[src/rtl/x_23k640_pkg.sv]
// Shared constants, state encoding and frame builder for the 23K640 SPI master.
package x_23k640_pkg;

    localparam logic [7:0] INSTR_READ  = 8'h03;
    localparam logic [7:0] INSTR_WRITE = 8'h02;
    localparam logic [7:0] INSTR_WRSR  = 8'h01;

    // Status register value: byte mode, HOLD disabled
    localparam logic [7:0] SR_INIT_VAL = 8'h01;

    localparam int FRAME_BITS = 32;
    localparam int INIT_BITS  = 16;
    localparam int CNT_W      = 8;

    typedef enum logic [1:0] {
        ST_INIT,
        ST_IDLE,
        ST_SHIFT,
        ST_END
    } state_e;

    // Build the 32-bit {instr, addr, data} shift frame for a byte access
    function automatic logic [31:0] build_frame(input logic        rd_n_wr,
                                                input logic [15:0] addr,
                                                input logic [7:0]  wdata);
        logic [7:0] instr;
        instr = rd_n_wr ? INSTR_READ : INSTR_WRITE;
        return {instr, addr, wdata};
    endfunction

endpackage

[src/rtl/x_23k640_sck_gen.sv]
// Half-period timer for the SPI clock. Emits one-cycle rise/fall strobes while
// enabled; counter and phase restart from zero whenever the enable drops so the
// first rise always lands p_clk_div cycles after enable goes high.
module x_23k640_sck_gen
    import x_23k640_pkg::*;
#(
    parameter int p_clk_div = 4
) (
    input  logic i_clk,
    input  logic i_rst,
    input  logic i_en,
    output logic o_rise,
    output logic o_fall
);

    localparam logic [CNT_W-1:0] LAST = CNT_W'(p_clk_div - 1);

    logic [CNT_W-1:0] cnt_q, cnt_d;
    logic             phase_q, phase_d;
    logic             wrap;

    // Next-count and strobe decode
    always_comb begin
        wrap    = i_en && (cnt_q == LAST);
        cnt_d   = cnt_q;
        phase_d = phase_q;
        if (!i_en) begin
            cnt_d   = '0;
            phase_d = 1'b0;
        end else if (wrap) begin
            cnt_d   = '0;
            phase_d = ~phase_q;
        end else begin
            cnt_d = cnt_q + CNT_W'(1);
        end
        o_rise = wrap && !phase_q;
        o_fall = wrap && phase_q;
    end

    // Counter and phase registers
    always_ff @(posedge i_clk) begin
        if (i_rst) begin
            cnt_q   <= '0;
            phase_q <= 1'b0;
        end else begin
            cnt_q   <= cnt_d;
            phase_q <= phase_d;
        end
    end

endmodule

[src/rtl/x_23k640.sv]
// SPI master for one 23K640 serial SRAM in byte mode.
// Optional build macro X_23K640_MODE_INIT_EN: when defined, a WRSR (01 01)
// transaction is issued after reset before any request is accepted.
//
// state    | meaning
// ---------+-----------------------------------------------------------
// ST_INIT  | load the WRSR init frame (only reachable with the macro)
// ST_IDLE  | wait for i_valid, accept and load the request frame
// ST_SHIFT | CS low, 2 * nbits SCK half-periods, MSB first
// ST_END   | CS high for p_clk_div cycles before the next request
module x_23k640
    import x_23k640_pkg::*;
#(
    parameter int p_clk_div = 4
) (
    input  logic       i_clk,
    input  logic       i_rst,
    input  logic       i_valid,
    input  logic       i_rd_n_wr,
    input  logic [15:0] i_addr,
    input  logic [7:0] i_wdata,
    output logic       o_accept,
    output logic       o_ready,
    output logic [7:0] o_rdata,
    output logic       o_sck,
    output logic       o_cs_n,
    output logic       o_mosi,
    input  logic       i_miso
);

    localparam logic [CNT_W-1:0] END_LAST = CNT_W'(p_clk_div - 1);

`ifdef X_23K640_MODE_INIT_EN
    localparam state_e RESET_STATE = ST_INIT;
`else
    localparam state_e RESET_STATE = ST_IDLE;
`endif

    state_e           state_q, state_d;
    logic [31:0]      sr_q, sr_d;
    logic [7:0]       rx_q, rx_d;
    logic [4:0]       bit_cnt_q, bit_cnt_d;
    logic [CNT_W-1:0] end_cnt_q, end_cnt_d;
    logic             sck_q, sck_d;
    logic             cs_n_q, cs_n_d;
    logic             ready_q, ready_d;
    logic [7:0]       rdata_q, rdata_d;
    logic             is_rd_q, is_rd_d;
    logic             init_q, init_d;
    logic             sck_en;
    logic             sck_rise;
    logic             sck_fall;

    assign sck_en = (state_q == ST_SHIFT);

    x_23k640_sck_gen #(
        .p_clk_div (p_clk_div)
    ) u_sck_gen (
        .i_clk  (i_clk),
        .i_rst  (i_rst),
        .i_en   (sck_en),
        .o_rise (sck_rise),
        .o_fall (sck_fall)
    );

    // Next-state, shift and handshake logic
    always_comb begin
        state_d   = state_q;
        sr_d      = sr_q;
        rx_d      = rx_q;
        bit_cnt_d = bit_cnt_q;
        end_cnt_d = end_cnt_q;
        sck_d     = sck_q;
        cs_n_d    = cs_n_q;
        ready_d   = 1'b0;
        rdata_d   = rdata_q;
        is_rd_d   = is_rd_q;
        init_d    = init_q;
        o_accept  = 1'b0;

        case (state_q)
            ST_INIT: begin
                sr_d      = {INSTR_WRSR, SR_INIT_VAL, 16'h0000};
                bit_cnt_d = 5'(INIT_BITS - 1);
                cs_n_d    = 1'b0;
                is_rd_d   = 1'b0;
                init_d    = 1'b1;
                state_d   = ST_SHIFT;
            end
            ST_IDLE: begin
                // Gated by reset so a request is never acknowledged and then lost
                if (i_valid && !i_rst) begin
                    o_accept  = 1'b1;
                    sr_d      = build_frame(i_rd_n_wr, i_addr, i_wdata);
                    bit_cnt_d = 5'(FRAME_BITS - 1);
                    cs_n_d    = 1'b0;
                    is_rd_d   = i_rd_n_wr;
                    init_d    = 1'b0;
                    state_d   = ST_SHIFT;
                end
            end
            ST_SHIFT: begin
                if (sck_rise) begin
                    sck_d = 1'b1;
                    rx_d  = {rx_q[6:0], i_miso};
                end
                if (sck_fall) begin
                    sck_d = 1'b0;
                    if (bit_cnt_q == 5'd0) begin
                        cs_n_d    = 1'b1;
                        end_cnt_d = END_LAST;
                        state_d   = ST_END;
                        if (!init_q) begin
                            ready_d = 1'b1;
                            if (is_rd_q) begin
                                rdata_d = rx_q;
                            end
                        end
                    end else begin
                        bit_cnt_d = bit_cnt_q - 5'd1;
                        sr_d      = {sr_q[30:0], 1'b0};
                    end
                end
            end
            ST_END: begin
                if (end_cnt_q == '0) begin
                    state_d = ST_IDLE;
                end else begin
                    end_cnt_d = end_cnt_q - CNT_W'(1);
                end
            end
            default: begin
                state_d = ST_IDLE;
            end
        endcase
    end

    // State and datapath registers
    always_ff @(posedge i_clk) begin
        if (i_rst) begin
            state_q   <= RESET_STATE;
            sr_q      <= '0;
            rx_q      <= '0;
            bit_cnt_q <= '0;
            end_cnt_q <= '0;
            sck_q     <= 1'b0;
            cs_n_q    <= 1'b1;
            ready_q   <= 1'b0;
            rdata_q   <= '0;
            is_rd_q   <= 1'b0;
            init_q    <= 1'b0;
        end else begin
            state_q   <= state_d;
            sr_q      <= sr_d;
            rx_q      <= rx_d;
            bit_cnt_q <= bit_cnt_d;
            end_cnt_q <= end_cnt_d;
            sck_q     <= sck_d;
            cs_n_q    <= cs_n_d;
            ready_q   <= ready_d;
            rdata_q   <= rdata_d;
            is_rd_q   <= is_rd_d;
            init_q    <= init_d;
        end
    end

    // MOSI is the frame MSB, forced low whenever CS is not driven
    assign o_mosi  = sr_q[31] && (state_q == ST_SHIFT);
    assign o_sck   = sck_q;
    assign o_cs_n  = cs_n_q;
    assign o_ready = ready_q;
    assign o_rdata = rdata_q;

endmodule

[config.mk]
export PLATFORM = sky130hd
export DESIGN_NAME = x_23k640
export DESIGN_NICKNAME = d
export VERILOG_FILES = /design/src/rtl/x_23k640_pkg.sv /design/src/rtl/x_23k640_sck_gen.sv /design/src/rtl/x_23k640.sv
export SDC_FILE = /design/constraint.sdc
export NUM_CORES = 1
export LEC_CHECK = 0
export ABC_CLOCK_PERIOD_IN_PS = 3350
export CORE_MARGIN = 5
export CORE_UTILIZATION = 40
export CTS_BUF_LIST = sky130_fd_sc_hd__clkbuf_8
export DETAILED_ROUTE_END_ITERATION = 10
export PLACE_DENSITY = 0.56
export SLEW_MARGIN = 40
export SYNTH_ARGS = -nofsm -noshare
export SYNTH_HDL_FRONTEND = slang
export SYNTH_SLANG_ARGS = --single-unit
[constraint.sdc]
create_clock -name i_clk -period 3.35 [get_ports i_clk]
set_clock_uncertainty 0.15 [all_clocks]
set_input_delay 0.335 -clock i_clk [delete_from_list [all_inputs] [get_ports i_clk]]
set_output_delay 0.335 -clock i_clk [all_outputs]
set_load 0.05 [all_outputs]
Word level (Yosys, flattened, before mapping)
Index checks and enable logic that the tools add are counted.
- logic and storage cells: 86
- input port bits: 29
- output and inout bits: 13
- flip-flop bits (word level): 77
- eq/ne operators: 10
- bitwise logic cells: 5
- reductions and logical operators: 25
- muxes and demuxes: 30
- $add $sub $neg: 3
- operator list (cell ; number):
    32-bit two-way mux ; 3
    32-bit case mux with 3 select lines ; 1
    8-bit two-way mux ; 3
    8-bit case mux with 2 select lines ; 1
    4-bit AND reduction ; 4
    5-bit two-way mux ; 3
    5-bit case mux with 3 select lines ; 1
    2-bit != test, second input constant ; 6
    1-bit two-way mux ; 10
    8-bit by 1-bit adder with 8-bit output, second input constant ; 1
    8-bit by 2-bit equality test with 1-bit output, second input constant ; 1
    8-bit zero test ; 1
    2-bit two-way mux ; 4
    2-bit case mux with 4 select lines ; 1
    8-bit by 1-bit subtractor with 8-bit output, second input constant ; 1
    2-bit AND reduction ; 3
    2-bit nonzero test ; 3
    1-bit logical AND ; 5
    5-bit zero test ; 1
    1-bit inverter ; 5
    5-bit AND reduction ; 1
    5-bit by 1-bit subtractor with 5-bit output, second input constant ; 1
    2-bit equality test, second input constant ; 2
    1-bit case mux with 2 select lines ; 2
    8 further kinds ; 9

Depth between registers and ports, before layout
Gate-level depths: netlist (run 1).
- depth in word-level cells: 5
- gate-level depth with buffers: 8

Hierarchy
Synthesis (run 1) repeated with hierarchy kept, for this count alone.
- cells, all modules: 402
- area total of the unflattened synthesis: 3724.8 um^2
- by module, submodules not included (module ; cells an instance ; area an instance (um^2) ; instances ; sequential area each (um^2)):
    x_23k640 ; 357 ; 3328.2 ; 1 ; 1361.3
    x_23k640_sck_gen ; 45 ; 396.6 ; 1 ; 180.2

Least setup slack after synthesis (run 1)
No wires, ideal clock.
- path kind: register to register
- start: register u_sck_gen.cnt_q[0]
- end: register sr_q[19]
- cell stages (with the launch flop): 7
- arrival: 2.069 ns
- path slack: 0.995 ns
- clock period less this slack: 2.355 ns
- cell sequence: dfxtp_1 > ha_1 > nor4b_1 > a41oi_4 > nor2_2 > buf_2 > a211oi_1
- word-level cells in the longest chain between the ends: 5
- ends and longest elaborated chain (item ; line ; text):
    start, declared ; x_23k640_sck_gen.sv:18 ; logic [CNT_W-1:0] cnt_q, cnt_d;
    start signal, assigned ; x_23k640_sck_gen.sv:46 ; cnt_q <= cnt_d;
    8-bit by 2-bit equality test with 1-bit output ; x_23k640_sck_gen.sv:24 ; wrap = i_en && (cnt_q == LAST);
    1-bit logical AND ; x_23k640_sck_gen.sv:24 ;
    1-bit logical AND ; x_23k640_sck_gen.sv:37 ; o_fall = wrap && phase_q;
    2-bit != test (no source line) ; - ;
    4-bit AND reduction (no source line) ; - ;
    end signal, assigned ; x_23k640.sv:154 ; sr_q <= sr_d;
    end, declared ; x_23k640.sv:40 ; logic [31:0] sr_q, sr_d;
Every way passes these cells.
A chain may end at the register's enable or synchronous reset.

Worst setup path in the final report (run 1)
- start: register state_q[1]
- end: output o_accept
- word-level cells in the longest chain between the ends: 2
- ends and longest elaborated chain (item ; line ; text):
    start, declared ; x_23k640.sv:39 ; state_e state_q, state_d;
    start signal, assigned ; x_23k640.sv:153 ; state_q <= state_d;
    2-bit by 1-bit equality test with 1-bit output ; x_23k640.sv:81 ; case (state_q)
    1-bit two-way mux ; x_23k640.sv:81 ;
    end, declared ; x_23k640.sv:22 ; output logic o_accept,
Every way passes these cells.

==> metrics.md, run 1 <==
| Metric | Value |
|---|---|
| Outcome | `finished clean` |
| Area Overhead vs Synth | `20.2%` |
| Most common cell after layout, fill and taps aside | `dfxtp_1` |
| Initial antenna violation count | `0` |
| Nets | `470` |
| Most frequent cells in the layout | `dfxtp_1, a21oi_1, clkdlybuf4s50_1` |
| Final TNS setup | `0 ns` |
| Endpoints failing setup | `0` |
| Vias per inst | `5.88` |
| Largest net degree at the start of global routing | `36` |
| Startpoint type of the worst setup path | `register` |
| Mean Syn Cell Area | `9.10 um2` |
| Maxcap violations | `0` |
| Ratio of cells with drive above 1 in the final layout | `0.0966` |
| Core ar. | `0.00876 mm2` |
| Initial cell density of the core | `0.412` |
| Detailed Route WL | `9120 um` |
| DR WL/cell | `16.8 um` |
| I/O Buffers | `41` |
| Cell count after placement | `528` |
| Pwr dens | `819 mW/mm2` |
| Post-synth EDFFs | `0` |
| Pre-CTS setup slack | `0.656 ns` |
| Vias | `3194` |
| First-pass GRT wire length | `15100 um` |
| Worst hold path class | `reg2reg` |
| Die Height | `105 um` |
| Clock latency at the later pin of the worst-skew pair | `0.35 ns` |
| Initial DRC Count | `164` |
| Pin slew with the least headroom to its limit | `0.681 ns` |
| Ranking of synthesized cells by area | `dfxtp_1, a21oi_1, a22oi_1` |
| Critical path class | `reg2out` |
| CP Buf/Inv Count | `2` |
| CTS max path bufs | `2` |
| Rel. slew slack | `0.545` |
| Worst setup EP type | `output port` |
| Post-route setup slack | `0.529 ns` |
| Global placer's final weighted congestion | `0.751` |
| Final Non-Filler Cells | `543` |
| Mapped Nets | `436` |
| Yosys Warn Count | `0` |
| Yosys top cell area share | `0.427` |
| Syn Inst Count | `397` |
| Drt drc | `0` |
| # resized after CTS | `0` |
| Core Rows | `34` |
| Synth Register Bits | `77` |
| Leak Pwr | `0.00148 uW` |
| Worst Path Max Fanout | `10` |
| Vias in the first global route | `2996` |
| Die width | `105 um` |
| Slew Viols, Final | `0` |
| Top FF cell, synth | `dfxtp_1` |
| CTS tree | `built` |
| # diodes | `0` |
| Async S/R FF share, synth | `0` |
| Req. time, crit path | `2.86 ns` |
| Root Driver | `clkbuf_8` |
| Die ar. | `0.0110 mm2` |
| Num CTS Buffers | `9` |
| Total congestion overflow | `0` |
| Routed Antenna Nets | `0` |
| Arr. time, crit path | `2.34 ns` |
| Period utilisation layout | `0.842` |
| Largest stage delay, worst path | `0.83 ns` |
| Slowest cell on crit path | `clkdlybuf4s50_1` |
| Endpoints failing hold | `0` |
| DP HPWL | `5890 um` |
| CP delay by family, top | `buffers and inverters` |
| Sequential-to-total area share from yosys stat | `0.427` |
| Cell Area, Synth | `0.00361 mm2` |
| TritonRoute pass-1 iters | `4` |
| RSZ-0062 raised after global routing | `no` |
| GRT Util Overall | `0.163` |
| Worst-path cell chain | `inv_1 -> ha_1 -> nand2_1 -> nor2_1 -> clkdlybuf4s50_1` |
| # H-tree levels | `3` |
| Post-synth top area cell | `dfxtp_1` |
| Worst-path clk slew | `0.08 ns` |
| Post-CTS Setup Inserts | `0` |
| Cell variety after synth | `56` |
| Minimum clock period | `2.82 ns` |
| Post-CTS Hold Fix Bufs | `0` |
| Peak VDD IR | `0.291 mV` |
| IO Count | `42` |
| Clock sinks | `77` |
| Fmax | `0.354 GHz` |
-- area by class of cell --
cell class / instances / area [um2]
Fill cell: 841 / 4420
Timing Repair Buffer: 53 / 495
Clock inverter: 5 / 124
Tap cell: 108 / 135
Clock buffer: 10 / 138
Inverter: 13 / 48.8
Sequential cell: 77 / 1540
Multi-Input combinational cell: 277 / 1860
-- registers in the layout (all words and copies together), names as in the netlist --
name               count
o_ready                1
init_q                 1
o_cs_n                 1
o_sck                  1
sr_q                  32
state_q                2
u_sck_gen.cnt_q        8
bit_cnt_q              5
o_rdata                8
is_rd_q                1
u_sck_gen.phase_q      1
end_cnt_q              8
rx_q                   8
-- cell families after synthesis --
family,synth area share
xor gates and xnor gates,0.0145
buffers and inverters,0.0585
AOI/OAI and AO/OA,0.286
muxes,0.0280
and+or+nand+nor,0.151
DFF,0.427
adders and majority gates,0.0346
-- synth_stat cells, drive strengths merged (2+ instances only) --
master / number
dfxtp: 77
a21oi: 49
nor2: 30
a211oi: 26
a22oi: 24
clkbuf: 21
nand3: 19
o21ai: 18
inv: 13
nand2: 11
ha: 10
buf: 9
mux2i: 9
nand4: 9
nand2b: 7
nor3: 6
a311oi: 5
a31oi: 5
xor2: 5
nor4b: 4
and2: 3
nor4: 3
o22ai: 3
o41ai: 3
or4b: 3
a21o: 2
a32oi: 2
a41oi: 2
and3: 2
o211ai: 2
-- path summary, 6_finish.rpt --
check	from	to	slack (ns)	depth (start not counted)
setup / recovery	state_q[1]$_SDFFE_PP0P_	o_accept	0.53	5
setup reg to reg	u_sck_gen.cnt_q[0]$_SDFF_PP0_	bit_cnt_q[2]$_SDFFE_PP0P_	0.65	6
hold reg to reg	sr_q[0]$_SDFFE_PP0P_	sr_q[0]$_SDFFE_PP0P_	0.32	2
hold / removal	sr_q[0]$_SDFFE_PP0P_	sr_q[0]$_SDFFE_PP0P_	0.32	2
-- power breakdown --
part / switching [uW] / leakage [uW] / internal, uW
logic: 877 / 0.000717 / 555
clock network: 330 / 0.000134 / 584
registers: 118 / 0.000628 / 1090
-- stage by stage --
step                utilization  hold WS, ns  cell area (um2)  power (uW)
detailed placement        0.466        0.315             4080        2660
finish                    0.496        0.318             4340        3560
CTS                       0.496        0.301             4340        3580
global route              0.496        0.331             4340        3800
floorplan                     -        0.263             3610        2340
global placement          0.466        0.304             4080        2630
-- routing by layer --
metal / share of wire / global-route usage / vias to the layer above / wire length [um]
met2: 0.45 / 0.241 / 71 / 4100
met5: 0 / 0 / - / 0
met1: 0.49 / 0.229 / 1556 / 4460
met4: 0.013 / 0.0630 / 0 / 119
met3: 0.048 / 0.0382 / 7 / 442
li1: - / - / 1560 / -
-- worst register-to-register path: cells and delay by family (launching register included) --
family / cells / cell delay (ns)
adder cells (fa/ha/maj): 1 / 0.28
AO/OA/AOI/OAI: 3 / 0.74
buffers and inverters: 1 / 0.40
AND/OR/NAND/NOR: 1 / 0.64
flip-flops: 1 / 0.40
(Power assumes the default switching activity.)
==> run 2, diff against run 1 <==
Settings changed: ABC_CLOCK_PERIOD_IN_PS 3350 to 2800.
Clock period 3.35 ns to 2.8 ns, I/O delays scaled along.
==> run 2 against run 1 <==
Effect of this change:
- sequential share of layout area down 0.071 points
- count of clock-buffer cells in the layout decreased by 1
- non-clock buffer count rose by 5
- critical path depth is 1 higher
- critical endpoint is now bit_cnt_q[2]$_SDFFE_PP0P_
- highest routed layer unchanged
==> metrics.md, run 2 (synthesized netlist as in run 1, its figures left out) <==
| Metric | Value |
|---|---|
| Die ar. | `0.0110 mm2` |
| Drt drc | `0` |
| First-pass GRT wire length | `15400 um` |
| # resized after CTS | `0` |
| Share of power burned in registers | `0.349` |
| Initial DRC Count | `147` |
| Period utilisation layout | `0.927` |
| Tot Pwr | `4140 uW` |
| Pin slew with the least headroom to its limit | `0.625 ns` |
| DR WL/cell | `16.6 um` |
| Nets | `475` |
| Arr. time, crit path | `2.70 ns` |
| Worst Setup SP | `u_sck_gen.cnt_q[0]$_SDFF_PP0_` |
| Num CTS Buffers | `9` |
| Largest stage delay, worst path | `0.64 ns` |
| Req. time, crit path | `2.90 ns` |
| RSZ-0062 raised after global routing | `no` |
| Detailed Route WL | `9120 um` |
| Initial antenna violation count | `0` |
| Minimum clock period | `2.60 ns` |
| I/O Buffers | `41` |
| Worst setup EP type | `register` |
| Critical path class | `reg2reg` |
| Vias | `3108` |
| Area Overhead vs Synth | `20.4%` |
| Largest Register | `sr_q` |
| Routed Antenna Nets | `0` |
| Maxcap violations | `0` |
| Vias per inst | `5.66` |
| Final TNS setup | `0 ns` |
| Global placer's final weighted congestion | `0.832` |
| Clock sinks | `77` |
| DP HPWL | `5950 um` |
| Switching share of power | `0.397` |
| DP Area | `0.00413 mm2` |
| Switching Power | `1640 uW` |
| Core Rows | `34` |
| GRT Util Overall | `0.167` |
| Fillers | `855` |
| Endpoints failing hold | `0` |
| CP delay by family, top | `compound AO/OA/AOI/OAI gates` |
| CTS tree | `built` |
| Most frequent cells in the layout | `dfxtp_1, a21oi_1, clkdlybuf4s50_1` |
| Die Height | `105 um` |
| Fmax | `0.385 GHz` |
| TritonRoute pass-1 iters | `4` |
| Initial cell density of the core | `0.412` |
| Peak VDD IR | `0.522 mV` |
| Core ar. | `0.00876 mm2` |
| Ratio of cells with drive above 1 in the final layout | `0.113` |
| Worst Path Max Fanout | `35` |
| Worst-path cell chain | `ha_1 -> or4b_1 -> o41ai_4 -> buf_12 -> a31oi_1 -> a311oi_1` |
| Most common cell after layout, fill and taps aside | `dfxtp_1` |
| Rel. slew slack | `0.580` |
| Endpoints failing setup | `0` |
| Pwr dens | `952 mW/mm2` |
| CTS max path bufs | `2` |
| Internal power | `2500 uW` |
| Startpoint type of the worst setup path | `register` |
| IO Count | `42` |
| # diodes | `0` |
| Worst-path clk slew | `0.09 ns` |
| Slew Viols, Final | `0` |
| Outcome | `finished clean` |
| Hold Startpoint | `i_rst` |
| Worst R2R Start | `u_sck_gen.cnt_q[0]$_SDFF_PP0_` |
| Clock Power Share | `0.230` |
| Slowest cell on crit path | `or4b_1` |
| Number of flip-flops in the largest register | `32` |
| Total congestion overflow | `0` |
| Clock latency at the later pin of the worst-skew pair | `0.35 ns` |
| Vias in the first global route | `3074` |
| Worst hold path class | `in2reg` |
| Largest net degree at the start of global routing | `37` |
| CP Buf/Inv Count | `1` |
| Post-CTS Hold Fix Bufs | `0` |
| Final non-filler cell area | `0.00435 mm2` |
| Hold slack | `0.280 ns` |
| Root Driver | `clkbuf_8` |
| Leak Pwr | `0.00149 uW` |
| Post-CTS Setup Inserts | `0` |
| Comb pwr share | `0.421` |
| # H-tree levels | `3` |
| Die width | `105 um` |
## run 2: cell types whose count changed in the layout (fill, tap and decap cells not counted), sizes merged
| cell | before | now |
|---|---|---|
| buf | 13 | 19 |
| bufinv | 4 | 2 |
| clkbuf | 10 | 9 |
| clkdlybuf4s50 | 40 | 39 |
| clkinv | 0 | 3 |
| clkinvlp | 0 | 1 |
## run 2: final timing paths
check	to	depth (start not counted)	slack, ns
worst min-delay path	rx_q[0]$_SDFFE_PP0P_	3	0.28
worst min register to register	is_rd_q$_SDFFE_PP0P_	2	0.32
worst max register to register	bit_cnt_q[2]$_SDFFE_PP0P_	6	0.20
worst max-delay path	bit_cnt_q[2]$_SDFFE_PP0P_	6	0.20
## run 2: cell type report
cell class                 instances  area, um2  area share
sequential                        77       1540       0.354
timing repair buffer              58        543       0.125
inverter                          13       48.8      0.0112
clock inverter                     7       98.8      0.0227
multi-input combinational        277       1860       0.428
tap                              108        135      0.0311
clock buffer                       9        124      0.0285
## run 2: worst reg2reg max path, stage by stage, from the launching register on
cell and delay [ns]:
dfxtp_1 0.40, ha_1 0.27, or4b_1 0.64, o41ai_4 0.40
buf_12 0.24, a31oi_1 0.11, a311oi_1 0.29
## run 2: metrics by stage
stage          std cells  setup WS, ns  utilization
2_1_floorplan        397         0.445            -
3_3_place_gp         533         0.365        0.471
3_5_place_dp         533         0.281        0.471
4_1_cts              549         0.213        0.497
5_1_grt              549        0.0599        0.497
6_report             549         0.204        0.497
## run 2: power by group through the flow
stage | Combinational (uW) | Clock (uW) | Sequential (uW)
after floorplan | 1350 | 0 | 1450
after global placement | 1710 | 0 | 1470
after detailed placement | 1740 | 0 | 1470
after CTS | 1750 | 983 | 1450
after global routing | 1930 | 1030 | 1480
final | 1740 | 952 | 1450
## run 2: layer usage
metal | global-route usage | routed length (um)
met1 | 0.238 | 4630
met2 | 0.250 | 4010
met3 | 0.0345 | 327
met4 | 0.0603 | 154
met5 | 0 | 0
